### src/rtl/wdata_mngr_pkg.sv
// Shared state encodings and sizing helpers for the AXI write-data burst manager.
package wdata_mngr_pkg;

   // Burst engine states. The encoding 2'd3 is unreachable and decodes to IDLE.
   typedef enum logic [1:0] {
      ST_IDLE  = 2'd0,
      ST_BURST = 2'd1,
      ST_LAST  = 2'd2
   } wd_state_e;

   // Width of a beat index (and of the len field) for a given maximum burst length.
   function automatic int beat_cnt_w(input int max_beats);
      return (max_beats > 1) ? $clog2(max_beats) : 1;
   endfunction

endpackage

### src/rtl/wdata_req_fifo.sv
// Small request FIFO with fall-through: a push into an empty FIFO is visible at
// the head in the same cycle, so a consumer may pop it without a storage round trip.
module wdata_req_fifo #(
   parameter int WIDTH = 8,
   parameter int DEPTH = 2
) (
   input  logic             clk,
   input  logic             rst,
   input  logic             push,
   input  logic [WIDTH-1:0] push_data,
   input  logic             pop,
   output logic [WIDTH-1:0] head_data,
   output logic             head_valid,
   output logic             full
);

   localparam int PTR_W = (DEPTH > 1) ? $clog2(DEPTH) : 1;
   localparam int CNT_W = $clog2(DEPTH + 1);

   logic [WIDTH-1:0] mem [DEPTH];
   logic [PTR_W-1:0] wr_ptr;
   logic [PTR_W-1:0] rd_ptr;
   logic [CNT_W-1:0] count;
   logic             empty;
   logic             pass_thru;
   logic             wr_en;
   logic             rd_en;

   // Pointer increment with wrap, so non-power-of-two depths work.
   function automatic logic [PTR_W-1:0] ptr_inc(input logic [PTR_W-1:0] p);
      return (p == PTR_W'(DEPTH - 1)) ? '0 : p + PTR_W'(1);
   endfunction

   assign empty      = (count == '0);
   assign full       = (count == CNT_W'(DEPTH));
   assign head_valid = !empty || push;
   assign head_data  = empty ? push_data : mem[rd_ptr];

   // A push and pop on an empty FIFO hand the entry straight through.
   assign pass_thru = empty && push && pop;
   // A push into a full FIFO is dropped even if a pop happens in the same cycle.
   assign wr_en     = push && !full && !pass_thru;
   assign rd_en     = pop && !empty;

   // Entry storage, written on every stored push.
   // NOTE: the payload array has no reset; count and pointers define which words are valid,
   // so stale contents are never presented and the array can map onto plain RAM/flops.
   always_ff @(posedge clk) begin
      if (wr_en) begin
         mem[wr_ptr] <= push_data;
      end
   end

   // Pointer and occupancy bookkeeping.
   // NOTE: sequential state uses non-blocking (<=) so every flop samples pre-edge values
   // regardless of statement order.
   always_ff @(posedge clk) begin
      if (rst) begin
         wr_ptr <= '0;
         rd_ptr <= '0;
         count  <= '0;
      end else begin
         if (wr_en) begin
            wr_ptr <= ptr_inc(wr_ptr);
         end
         if (rd_en) begin
            rd_ptr <= ptr_inc(rd_ptr);
         end
         case ({wr_en, rd_en})
            2'b10:   count <= count + CNT_W'(1);
            2'b01:   count <= count - CNT_W'(1);
            default: count <= count;
         endcase
      end
   end

endmodule

### src/rtl/axi_wdata_burst_mngr.sv
// AXI write-data channel burst manager: queues {id, len, strb, payload} requests
// and replays each one as a W-channel burst, pulsing finish_wd after the last beat.
module axi_wdata_burst_mngr
   import wdata_mngr_pkg::*;
#(
   parameter int DATA_W    = 32,
   parameter int MAX_BEATS = 4,
   parameter int ID_W      = 4,
   parameter int Q_DEPTH   = 2
) (
   input  logic                              clk,
   input  logic                              rst,
   output logic                              wvalid,
   input  logic                              wready,
   output logic [DATA_W-1:0]                 wdata,
   output logic [DATA_W/8-1:0]               wstrb,
   output logic                              wlast,
   input  logic                              next_rq,
   output logic                              next_ready,
   input  logic [ID_W-1:0]                   next_id,
   input  logic [beat_cnt_w(MAX_BEATS)-1:0]  next_len,
   input  logic [DATA_W/8-1:0]               next_strb,
   input  logic [DATA_W*MAX_BEATS-1:0]       in_wdata,
   output logic                              finish_wd,
   output logic [ID_W-1:0]                   finish_id
);

   localparam int STRB_W = DATA_W / 8;
   localparam int LEN_W  = beat_cnt_w(MAX_BEATS);
   localparam int PAY_W  = DATA_W * MAX_BEATS;
   localparam int ENT_W  = ID_W + LEN_W + STRB_W + PAY_W;

   // Elaboration-time parameter range checks.
   if (!(DATA_W == 32 || DATA_W == 64)) begin : g_bad_data_w
      $error("DATA_W must be 32 or 64");
   end
   if (MAX_BEATS < 2 || MAX_BEATS > 16 || (MAX_BEATS & (MAX_BEATS - 1)) != 0) begin : g_bad_beats
      $error("MAX_BEATS must be a power of two in 2..16");
   end
   if (Q_DEPTH < 1 || Q_DEPTH > 4) begin : g_bad_depth
      $error("Q_DEPTH must be in 1..4");
   end

   wd_state_e         state_q;
   wd_state_e         state_d;
   logic [LEN_W-1:0]  beat_q;
   logic [ID_W-1:0]   id_q;
   logic [LEN_W-1:0]  len_q;
   logic [STRB_W-1:0] strb_q;
   logic [PAY_W-1:0]  data_q;

   logic              pop;
   logic              beat_inc;
   logic              push;
   logic              fifo_full;
   logic              head_valid;
   logic [ENT_W-1:0]  head_entry;
   logic [ID_W-1:0]   head_id;
   logic [LEN_W-1:0]  head_len;
   logic [STRB_W-1:0] head_strb;
   logic [PAY_W-1:0]  head_data;
   logic              last_hs;

   // next_ready depends only on the registered occupancy inside the FIFO.
   assign next_ready = !fifo_full;
   assign push       = next_rq && next_ready;

   wdata_req_fifo #(
      .WIDTH (ENT_W),
      .DEPTH (Q_DEPTH)
   ) u_req_fifo (
      .clk        (clk),
      .rst        (rst),
      .push       (push),
      .push_data  ({next_id, next_len, next_strb, in_wdata}),
      .pop        (pop),
      .head_data  (head_entry),
      .head_valid (head_valid),
      .full       (fifo_full)
   );

   assign {head_id, head_len, head_strb, head_data} = head_entry;

   // W-channel outputs come straight from registered state, so they hold under backpressure.
   assign wvalid  = (state_q == ST_BURST) || (state_q == ST_LAST);
   assign wlast   = (state_q == ST_LAST);
   assign wstrb   = strb_q;
   assign wdata   = data_q[int'(beat_q) * DATA_W +: DATA_W];
   assign last_hs = (state_q == ST_LAST) && wready;

   // Next-state logic: start bursts from the queue head and chain them without idle cycles.
   // NOTE: every signal written here gets a default first, so no path leaves it unassigned
   // and no latch is inferred.
   always_comb begin
      state_d  = state_q;
      pop      = 1'b0;
      beat_inc = 1'b0;
      case (state_q)
         ST_IDLE: begin
            if (head_valid) begin
               pop     = 1'b1;
               state_d = (head_len == '0) ? ST_LAST : ST_BURST;
            end
         end
         ST_BURST: begin
            if (wready) begin
               beat_inc = 1'b1;
               if (beat_q + LEN_W'(1) == len_q) begin
                  state_d = ST_LAST;
               end
            end
         end
         ST_LAST: begin
            if (wready) begin
               if (head_valid) begin
                  pop     = 1'b1;
                  state_d = (head_len == '0) ? ST_LAST : ST_BURST;
               end else begin
                  state_d = ST_IDLE;
               end
            end
         end
         default: state_d = ST_IDLE;
      endcase
   end

   // State, beat counter and active-burst registers.
   always_ff @(posedge clk) begin
      if (rst) begin
         state_q <= ST_IDLE;
         beat_q  <= '0;
         id_q    <= '0;
         len_q   <= '0;
         strb_q  <= '0;
         data_q  <= '0;
      end else begin
         state_q <= state_d;
         if (pop) begin
            beat_q <= '0;
            id_q   <= head_id;
            len_q  <= head_len;
            strb_q <= head_strb;
            data_q <= head_data;
         end else if (beat_inc) begin
            beat_q <= beat_q + LEN_W'(1);
         end
      end
   end

   // One-cycle completion pulse in the cycle after the final handshake.
   always_ff @(posedge clk) begin
      if (rst) begin
         finish_wd <= 1'b0;
         finish_id <= '0;
      end else begin
         finish_wd <= last_hs;
         if (last_hs) begin
            finish_id <= id_q;
         end
      end
   end

endmodule
### config.mk
export PLATFORM = sky130hd
export DESIGN_NAME = axi_wdata_burst_mngr
export DESIGN_NICKNAME = d
export VERILOG_FILES = /design/src/rtl/wdata_mngr_pkg.sv /design/src/rtl/wdata_req_fifo.sv /design/src/rtl/axi_wdata_burst_mngr.sv
export SDC_FILE = /design/constraint.sdc
export NUM_CORES = 1
export LEC_CHECK = 0
export ABC_AREA = 1
export CAP_MARGIN = 15
export CELL_PAD_IN_SITES_DETAIL_PLACEMENT = 0
export CELL_PAD_IN_SITES_GLOBAL_PLACEMENT = 1
export CORE_MARGIN = 2
export CORE_UTILIZATION = 48
export CTS_CLUSTER_DIAMETER = 60
export DETAILED_ROUTE_END_ITERATION = 7
export GPL_TIMING_DRIVEN = 0
export PLACE_DENSITY_LB_ADDON = 0.1
export SYNTH_ARGS = -nofsm -noshare
export SYNTH_HDL_FRONTEND = slang
export SYNTH_SLANG_ARGS = --single-unit
### constraint.sdc
create_clock -name clk -period 15.9 [get_ports clk]
set_input_delay 2.385 -clock clk [delete_from_list [all_inputs] [get_ports clk]]
set_output_delay 2.385 -clock clk [all_outputs]
set_load 0.02 [all_outputs]
==> out/results.tsv <==
stage	metric	value	unit
sta	Min Hold Slack	454	ps
synth	Synth Instances	1630	
final_layout	Layout area overhead	24.3	%
sta	post-layout min period	5260	ps
final_layout	layout cells sized above 1	6.76	%
worst_setup_path	Worst Path Class, Setup	flop to output port	
place	Place WS	10680	ps
floorplanning	die area	0.0367	mm2
worst_setup_path	Crit. End Element	output port	
synth	Synth area leaders	edfxtp_1 (49%), dfxtp_1 (18%), o21ai_0 (8.5%), nand2_1 (6.6%), nand3_1 (6.3%)	
hold_path	Hold Path Class	flop to flop	
final_layout	Nets	2018	
pwr	Pwr Density	201	mW/mm2
synth	Main synth FF type	edfxtp_1	
sta	setup TNS	0	ps
worst_setup_path	Worst Path Required	13520	ps
sta	Final Cycle Share	33.1	%
global_routing	initial antenna violation count	0	
synth	Distinct cells, synth	22	
global_routing	grt total ovfl	0	
route	met2 WL	23.2	mm
pwr	Total Power	4.22	mW
floorplanning	CORE AREA	0.0345	mm2
route	via count	13100	
final_layout	ant diodes	0	
clock_tree	post-CTS sizing	0	
global_routing	first-pass GRT wire length	73.6	mm
final_layout	final core occ	60.7	%
clock_tree	root buffer cell	clkbuf_16	
route	Starting DRT DRC Count	1209	
sta	fin. max-slew vios	0	
sta	Worst-Margin Slew	904	ps
floorplanning	width of the die	191	um
floorplanning	I/O Pins	186	
synth	top post-synthesis cells by count	nand2_1 (297), o21ai_0 (287), edfxtp_1 (276), nand3_1 (211), dfxtp_1 (152)	
place	Final Wtd Congestion	0.901	
clock_tree	maximum clock path buffer count	3	
clock_tree	CTS tree	done	
route	Vias/cell	5.55	
synth	Post-synth EDFFs	276	
clock_tree	H-Tree Depth	2	
sta	maximum clock rate	0.190	GHz
route	Remaining DRCs	0	
clock_tree	Worst-Skew Late Latency	550	ps
synth	top-count cell post-synth	nand2_1	
worst_setup_path	CP arrival	2870	ps
clock_tree	clock-pin slew on the worst setup and hold paths	60	ps
floorplanning	Die Ht	191	um
worst_setup_path	CP Max Fanout	10	
pwr	worst vdd ir	120	uV
synth	flops & latches, synth	428	
global_routing	gr usage total	26.8	%
sta	final setup margin	10640	ps
flow_run	total of max-cap violations	0	
sta	Setup-failing EPs final	0	
global_routing	largest net degree at the start of global routing	32	
sta	slew margin rel.	39.6	%
clock_tree	clk sinks	428	
sta	RSZ-0062 raised after global routing	no	
synth	Yosys top cell by area	edfxtp_1	
sta	skew final	13.1	ps
route	drt pass-1 iters	5	
synth	Mapped Nets	1777	
route	antenna viol nets, final	0	
clock_tree	CTS Buf Count	45	
clock_tree	cts hold-fix bufs	0	
synth	post-synth top area share	49.1	%
pwr	P_leak	7.48	nW
route	met3 wire len	2.83	mm
synth	sequential area share after synthesis	67.2	%
synth	mapped cell area	0.0169	mm2
route	wire per inst	21.0	um
synth	synthesized area per cell	10.3	um2
route	Metal-1 WL	22.1	mm
sta	Final Hold Vio Count	0	
place	port bufs	185	
worst_setup_path	Critical Path Start Type	flop	
route	Routed WL	49.6	mm
run_status	run status	finished clean	
route	top layer reached by signal wires	met4	
floorplanning	Rows	68	
synth	asr flop ratio synth	0	%
place	dpl hpwl	36.1	mm
clock_tree	postcts setup bufs	0	
floorplanning	initial core utilization	48.8	%
synth	yosys warns	0	
global_routing	vias in the first global route	12600	
==> metrics by stage <==
| stage | cells | cell area (um2) |
|---|---|---|
| 3_5_place_dp | 2279 | 19500 |
| 2_1_floorplan | 1630 | 16900 |
| 6_report | 2362 | 21000 |
| 4_1_cts | 2362 | 21000 |
| 3_3_place_gp | 2270 | 19300 |
| 5_1_grt | 2362 | 21000 |
==> report_power, final <==
| part | internal, mW | switching [mW] |
|---|---|---|
| logic | 0.465 | 0.991 |
| clock network | 0.633 | 0.421 |
| registers | 1.53 | 0.179 |
| total | 2.63 | 1.59 |
==> flip-flops by register name, summed over array words and instances (netlist names), 2 cells and up, named ones only <==
register,count
id_q,4
len_q,2
state_q,2
finish_id,4
beat_q,2
data_q,128
u_req_fifo.count,2
u_req_fifo.mem,276
wstrb,4
==> per-layer routing <==
metal,track usage (%),vias up
met5,0,-
met4,8.93,0
met3,3.29,71
met2,43.5,413
met1,37.5,6327
li1,-,6309
==> final cells by class <==
| class | instances | area [um2] |
|---|---|---|
| Clock buffer | 69 | 1310 |
| Timing Repair Buffer | 194 | 2030 |
| Clock inverter | 14 | 181 |
| Fill cell | 2914 | 13600 |
| Tap cell | 455 | 569 |
| Multi-Input combinational cell | 1057 | 4940 |
| Inverter | 22 | 82.6 |
| Sequential cell | 428 | 11300 |
| Buffer | 123 | 531 |
==> cell usage in the layout (no fill, tap or decap), types with 2 or more instances in the layout <==
master | netlist | final
o21ai_1 | 56 | 56
clkbuf_16 | 0 | 47
buf_4 | 4 | 4
clkbuf_8 | 0 | 5
ha_1 | 5 | 5
clkbuf_1 | 69 | 86
edfxtp_1 | 276 | 276
nand2_2 | 2 | 2
buf_1 | 7 | 7
nand2_1 | 297 | 297
o22ai_1 | 37 | 37
a21oi_1 | 79 | 79
inv_6 | 0 | 2
clkinv_2 | 0 | 5
clkinvlp_4 | 0 | 2
buf_2 | 39 | 39
dfxtp_1 | 152 | 152
nor2_4 | 1 | 3
buf_12 | 0 | 9
inv_2 | 2 | 2
clkbuf_2 | 4 | 4
bufinv_16 | 0 | 4
clkdlybuf4s50_1 | 0 | 185
o21ai_0 | 287 | 287
nand3_1 | 211 | 211
inv_1 | 20 | 20
nor2_1 | 79 | 77
==> critical path: stages, from the launching register on <==
cell and delay, ps:
dfxtp_1 360, clkbuf_1 410, clkbuf_1 400, nor2_1 130, o22ai_1 330, clkdlybuf4s50_1 680
==> cell families (layout without fill, tap and decap cells) <==
group	Yosys count	after routing	share of synthesized area (%)
AO/OA/AOI/OAI	459	459	13.9
XOR/XNOR	1	1	0.0519
adder cells (fa/ha/maj)	5	5	0.371
buffers and inverters	145	422	3.64
flip-flops	428	428	67.2
AND/OR/NAND/NOR	592	592	14.9
==> final timing paths <==
check	startpoint	endpoint	slack [ps]	cells past startpoint
max	beat_q[0]	wdata[2]	10640	5
min	u_req_fifo.rd_ptr	u_req_fifo.rd_ptr	450	1
max reg2reg	state_q[0]	u_req_fifo.mem[1][113]	12930	9
min reg2reg	u_req_fifo.rd_ptr	u_req_fifo.rd_ptr	450	1
Power figures use the tool's default switching activity.
==> variant 1, RTL diff (same settings) <==
Make the reset (`rst`) asynchronous in 3 clocked blocks.
--- a/src/rtl/wdata_req_fifo.sv
+++ b/src/rtl/wdata_req_fifo.sv
@@ -54,7 +54,7 @@
    // Pointer and occupancy bookkeeping.
    // NOTE: sequential state uses non-blocking (<=) so every flop samples pre-edge values
    // regardless of statement order.
-   always_ff @(posedge clk) begin
+   always_ff @(posedge clk or posedge rst) begin
       if (rst) begin
          wr_ptr <= '0;
          rd_ptr <= '0;
--- a/src/rtl/axi_wdata_burst_mngr.sv
+++ b/src/rtl/axi_wdata_burst_mngr.sv
@@ -125,7 +125,7 @@
    end
 
    // State, beat counter and active-burst registers.
-   always_ff @(posedge clk) begin
+   always_ff @(posedge clk or posedge rst) begin
       if (rst) begin
          state_q <= ST_IDLE;
          beat_q  <= '0;
@@ -148,7 +148,7 @@
    end
 
    // One-cycle completion pulse in the cycle after the final handshake.
-   always_ff @(posedge clk) begin
+   always_ff @(posedge clk or posedge rst) begin
       if (rst) begin
          finish_wd <= 1'b0;
          finish_id <= '0;
Formal check against the unedited RTL: differs if rst is asserted again (counterexample within 4 cycles, from zero or initial values and one cycle with rst high); with rst held inactive, the same outputs for 4 cycles.
==> variant 1 against the unedited design <==
- total power is 14% higher
- via count is 1.8% lower
- sequential cell count is 1 lower
- area after synthesis is 3.1% higher
- wire length is 0.38% higher
- critical path depth is 1 higher
- the run now ends with DRC left
- design area is 2.3% higher
- clock power is 6% lower
- setup slack worse by 0.21 ns
- combinational power is 40% higher
==> variant 1: results (changes against the unedited design) <==
fin nets 1996 (was 2018); Adder-Cell Fraction of Synth Area 0.360% (was 0.371%); top cells by count, synth nor2_1, edfxtp_1, o21ai_0 (was nand2_1, o21ai_0, edfxtp_1); # H-tree levels 2 (unchanged); synthesized net count 1753 (was 1777); biggest regs u_req_fifo.mem x276, data_q x128 (unchanged); CP max stage delay 0.69 ns; postcts setup bufs 0 (unchanged); met2 usage 41.5% (was 43.5%); area leader, netlist edfxtp_1 (unchanged); violated checks DRC; Clk Latency, worst-skew pair 0.55 ns (about the same); VDD IR-drop max 0.137 mV (was 0.120 mV); FILL cells 3010 (was 2914); M1 GR Usage 37.9% (was 37.5%); maximum clock path buffer count 3 (unchanged); Worst Setup Slack post-DPL 10.67 ns (was 10.68 ns); PostCTS Resize Cnt 0 (unchanged); Clock Skew 0.0132 ns (was 0.0131 ns); largest net degree at the start of global routing 79 (was 32); Yosys cell types 24 (was 22); Worst path slowest cell clkdlybuf4s50_1 (unchanged); Cells after Synth 1606 (was 1630); number of remaining DRC errors 18 (was 0); HP Class register to register (unchanged); layout cells sized above 1 7.28% (was 6.76%); CP delay by family, top buffers and inverters (unchanged); crit path max fanout 10 (unchanged); Root Driver clkbuf_16 (unchanged); synthesized area 0.0174 mm^2 (was 0.0169 mm^2); mux share of post-synthesis cell area 0% (unchanged); First DRT Iteration DRCs 1111 (was 1209); first-pass GRT wire length 75300 um (was 73600 um); Total Routing Usage GR 26.4% (was 26.8%); HPWL Detailed 35700 um (was 36100 um); ys async rst share 35.4% (was 0%); gp weighted congestion 0.985 (was 0.901); Ys Warns 0 (unchanged); final wirelength 49800 um (was 49600 um); Post-Synth XOR/XNOR Area 0.201% (was 0.0519%); GR Layer Usage met3 4.48% (was 3.29%); final setup violation count 0 (unchanged); Arr. time, crit path 3.08 ns (was 2.87 ns); Post-synth EDFFs 276 (unchanged); Slew @ Worst Pin 0.719 ns (was 0.904 ns); initial antenna violation count 2 (was 0); DR pass1 iterations 8 (was 5); top cells by area, synth edfxtp_1, dfrtp_1, nor2_1 (was edfxtp_1, dfxtp_1, o21ai_0); Placed Area 0.0201 mm^2 (was 0.0195 mm^2); total CTS buffers 45 (unchanged); routed vias 12884 (was 13120); wire per inst 21.2 um (was 21.0 um); IO buf count 185 (unchanged); sequential cell area fraction in the yosys report 69.4% (was 67.2%); Static Leak 8.12 nW (was 7.48 nW); status complete, but fails checks (was finished, final reports clean); clock slew at the register clock pins of the worst setup and hold paths 0.06 ns (about the same); Synth Area in Compound Gates 11.3% (was 13.9%)
-- variant 1: cell count changes after synthesis, moves of 5 or more --
cell | before | now
dfxtp_1 | 152 | 0
o21ai_0 | 287 | 181
dfrtp_1 | 0 | 151
clkbuf_1 | 69 | 54
o22ai_1 | 37 | 32
o21ai_1 | 56 | 29
nand3_1 | 211 | 13
buf_4 | 4 | 12
nor3_1 | 1 | 132
nor2_1 | 79 | 334
nand2_1 | 297 | 172
a21oi_1 | 79 | 135
-- variant 1: layout make-up --
cell class	count	area, um^2	area share [%]
Sequential cell	427	12100	56.2
Multi-Input combinational cell	1046	4730	22.1
Timing Repair Buffer	196	2080	9.69
Clock buffer	59	1250	5.83
Tap cell	461	577	2.69
Buffer	109	515	2.40
Clock inverter	21	135	0.630
Inverter	24	95.1	0.443
Antenna cell	1	2.50	0.0117
-- variant 1: report_power, final --
part           switching, W  total [W]  leakage (nW)  internal, W
registers          0.000201    0.00179          4.39      0.00159
clock network      0.000422   0.000991         0.693     0.000569
logic               0.00135    0.00204          3.04     0.000688
total               0.00197    0.00483          8.12      0.00285
-- variant 1: path summary, 6_finish.rpt --
kind	start	end	depth (start not counted)	slack [ns]
setup / recovery	beat_q[0]	wdata[8]	6	10.43
hold / removal	finish_id[1]	finish_id[1]	2	0.49
setup reg to reg	state_q[0]	u_req_fifo.mem[0][57]	10	12.96
hold reg to reg	finish_id[1]	finish_id[1]	2	0.49
max in group asynchronous	rst	data_q[114]	3	12.74
min in group asynchronous	rst	data_q[17]	2	2.32
-- variant 1: kinds of logic after synthesis --
kind of cell | Yosys count
fa+ha+maj | 5
xor+xnor | 4
flops | 427
buf+inv | 133
compound gates | 381
simple gates | 656
-- variant 1: metal layers --
metal	vias to the layer above	part of all wire, %	wire length, um
met5	-	0	0
met4	0	3.0	1480
li1	6093	-	-
met2	460	47	23200
met3	90	6.6	3290
met1	6241	44	21900
-- variant 1: worst register-to-register path: cells and delay by family, from the launching register on --
family	cells	cell delay, ns
and+or+nand+nor	5	1.15
buffers and inverters	4	0.81
DFF	1	0.39
adders and majority gates	1	0.26
-- variant 1: metrics by stage --
step	power, W	hold slack, ns	utilization, %
detailed placement	0.00384	0.473	56.3
finish	0.00483	0.486	60.2
CTS	0.00484	0.489	60.2
global route	0.00512	0.497	60.2
floorplan	0.00299	0.448	-
global placement	0.00384	0.471	55.6
==> variant 2, RTL diff (same flow settings) <==
Made on the original files. Change the parameter `Q_DEPTH` from 2 to 1.
--- a/src/rtl/axi_wdata_burst_mngr.sv
+++ b/src/rtl/axi_wdata_burst_mngr.sv
@@ -6,7 +6,7 @@
    parameter int DATA_W    = 32,
    parameter int MAX_BEATS = 4,
    parameter int ID_W      = 4,
-   parameter int Q_DEPTH   = 2
+   parameter int Q_DEPTH   = 1
 ) (
    input  logic                              clk,
    input  logic                              rst,
Function: changed (a bounded check fails within 4 cycles, from zero or initial values and one cycle with rst high).
==> variant 2 against the unedited design <==
- area after synthesis decreased by 33%
- wire length decreased by 31%
- design area decreased by 30%
- setup slack got worse by 0.023 ns
- count of clock-buffer cells in the layout decreased by 25
- total power decreased by 38%
- sequential cell count decreased by 142
- sequential power decreased by 36%
- largest cell class unchanged
- highest routed layer unchanged
==> variant 2: results (changes against the unedited design) <==
status finished, final reports clean (unchanged); Final period util 33.2% (was 33.1%); biggest regs u_req_fifo.mem x138, data_q x128 (was u_req_fifo.mem x276, data_q x128); VDD IR-drop max 0.0887 mV (was 0.120 mV); WL met3 2090 um (was 2830 um); FILL cells 2070 (was 2914); synthesized net count 1311 (was 1777); Root Driver clkbuf_16 (unchanged); fin cells 1730 (was 2362); Post-synth EDFFs 138 (was 276); Total Routing Usage GR 27.5% (was 26.8%); met2 WL post-DR 16100 um (was 23200 um); met2 usage 45.3% (was 43.5%); wl on met1 14600 um (was 22100 um); wire per inst 19.7 um (was 21.0 um); # H-tree levels 1 (was 2); First DRT Iteration DRCs 721 (was 1209); Adder-Cell Fraction of Synth Area 0.443% (was 0.371%); Core Util, Final 62.9% (was 60.7%); post-DR vias/cell 5.57 (was 5.55); largest net degree at the start of global routing 33 (was 32); first-pass GRT wire length 51700 um (was 73600 um); Clock Skew 0.00829 ns (was 0.0131 ns); fin nets 1533 (was 2018); gp weighted congestion 0.909 (was 0.901); Synth Area in Compound Gates 18.7% (was 13.9%); Yosys cell types 24 (was 22); Worst Setup Slack post-DPL 10.93 ns (was 10.68 ns); GR Layer Usage met3 3.80% (was 3.29%); HPWL Detailed 24500 um (was 36100 um); top cells by count, synth nand2_1, o21ai_0, dfxtp_1 (was nand2_1, o21ai_0, edfxtp_1); Synth Flop Type dfxtp_1 (was edfxtp_1); Slew @ Worst Pin 0.768 ns (was 0.904 ns); Placed Area 0.0136 mm^2 (was 0.0195 mm^2); average cell area after synthesis 9.70 um^2 (was 10.3 um^2)
variant 2: cell types whose count changed in the layout (fill, tap and decap cells not counted), sizes merged, moves of 6 or more:
cell | before | now
edfxtp | 276 | 138
inv | 24 | 16
a31oi | 0 | 136
nand2 | 300 | 294
a21oi | 79 | 5
o21ai | 343 | 207
buf | 59 | 40
nand3 | 211 | 2
clkbuf | 142 | 103
variant 2: cell families after synthesis:
| kind of cell | after synthesis |
|---|---|
| xor+xnor | 1 |
| simple gates | 384 |
| buf+inv | 110 |
| flops | 286 |
| compound gates | 380 |
| fa+ha+maj | 4 |
variant 2: final timing paths:
check                  startpoint                     end  depth (start not counted)
setup reg to reg  u_req_fifo.full  u_req_fifo.mem[0][110]                          7
setup / recovery        beat_q[0]                wdata[5]                          5
hold / removal       finish_id[2]            finish_id[2]                          2
hold reg to reg      finish_id[2]            finish_id[2]                          2
variant 2: cell type report:
class,count,area share [%]
Clock inverter,13,0.633
Inverter,15,0.402
Timing Repair Buffer,189,13.2
Multi-Input combinational cell,769,24.9
Sequential cell,286,48.6
Clock buffer,44,6.19
Tap cell,319,2.73
Buffer,95,3.41
variant 2: power by group through the flow:
| stage | registers [W] | logic (W) | clock network, W |
|---|---|---|---|
| detailed placement | 0.00110 | 0.000838 | 0 |
| CTS | 0.00109 | 0.000842 | 0.000707 |
| finish | 0.00109 | 0.000845 | 0.000699 |
| floorplan | 0.00110 | 0.000496 | 0 |
| global route | 0.00111 | 0.000920 | 0.000737 |
| global placement | 0.00114 | 0.000809 | 0 |
variant 2: worst register-to-register path, delay by kind of cell, from the launching register on:
kind          cells  cell delay (ns)
buf+inv           5             1.38
simple gates      2             0.83
flops             1             0.35
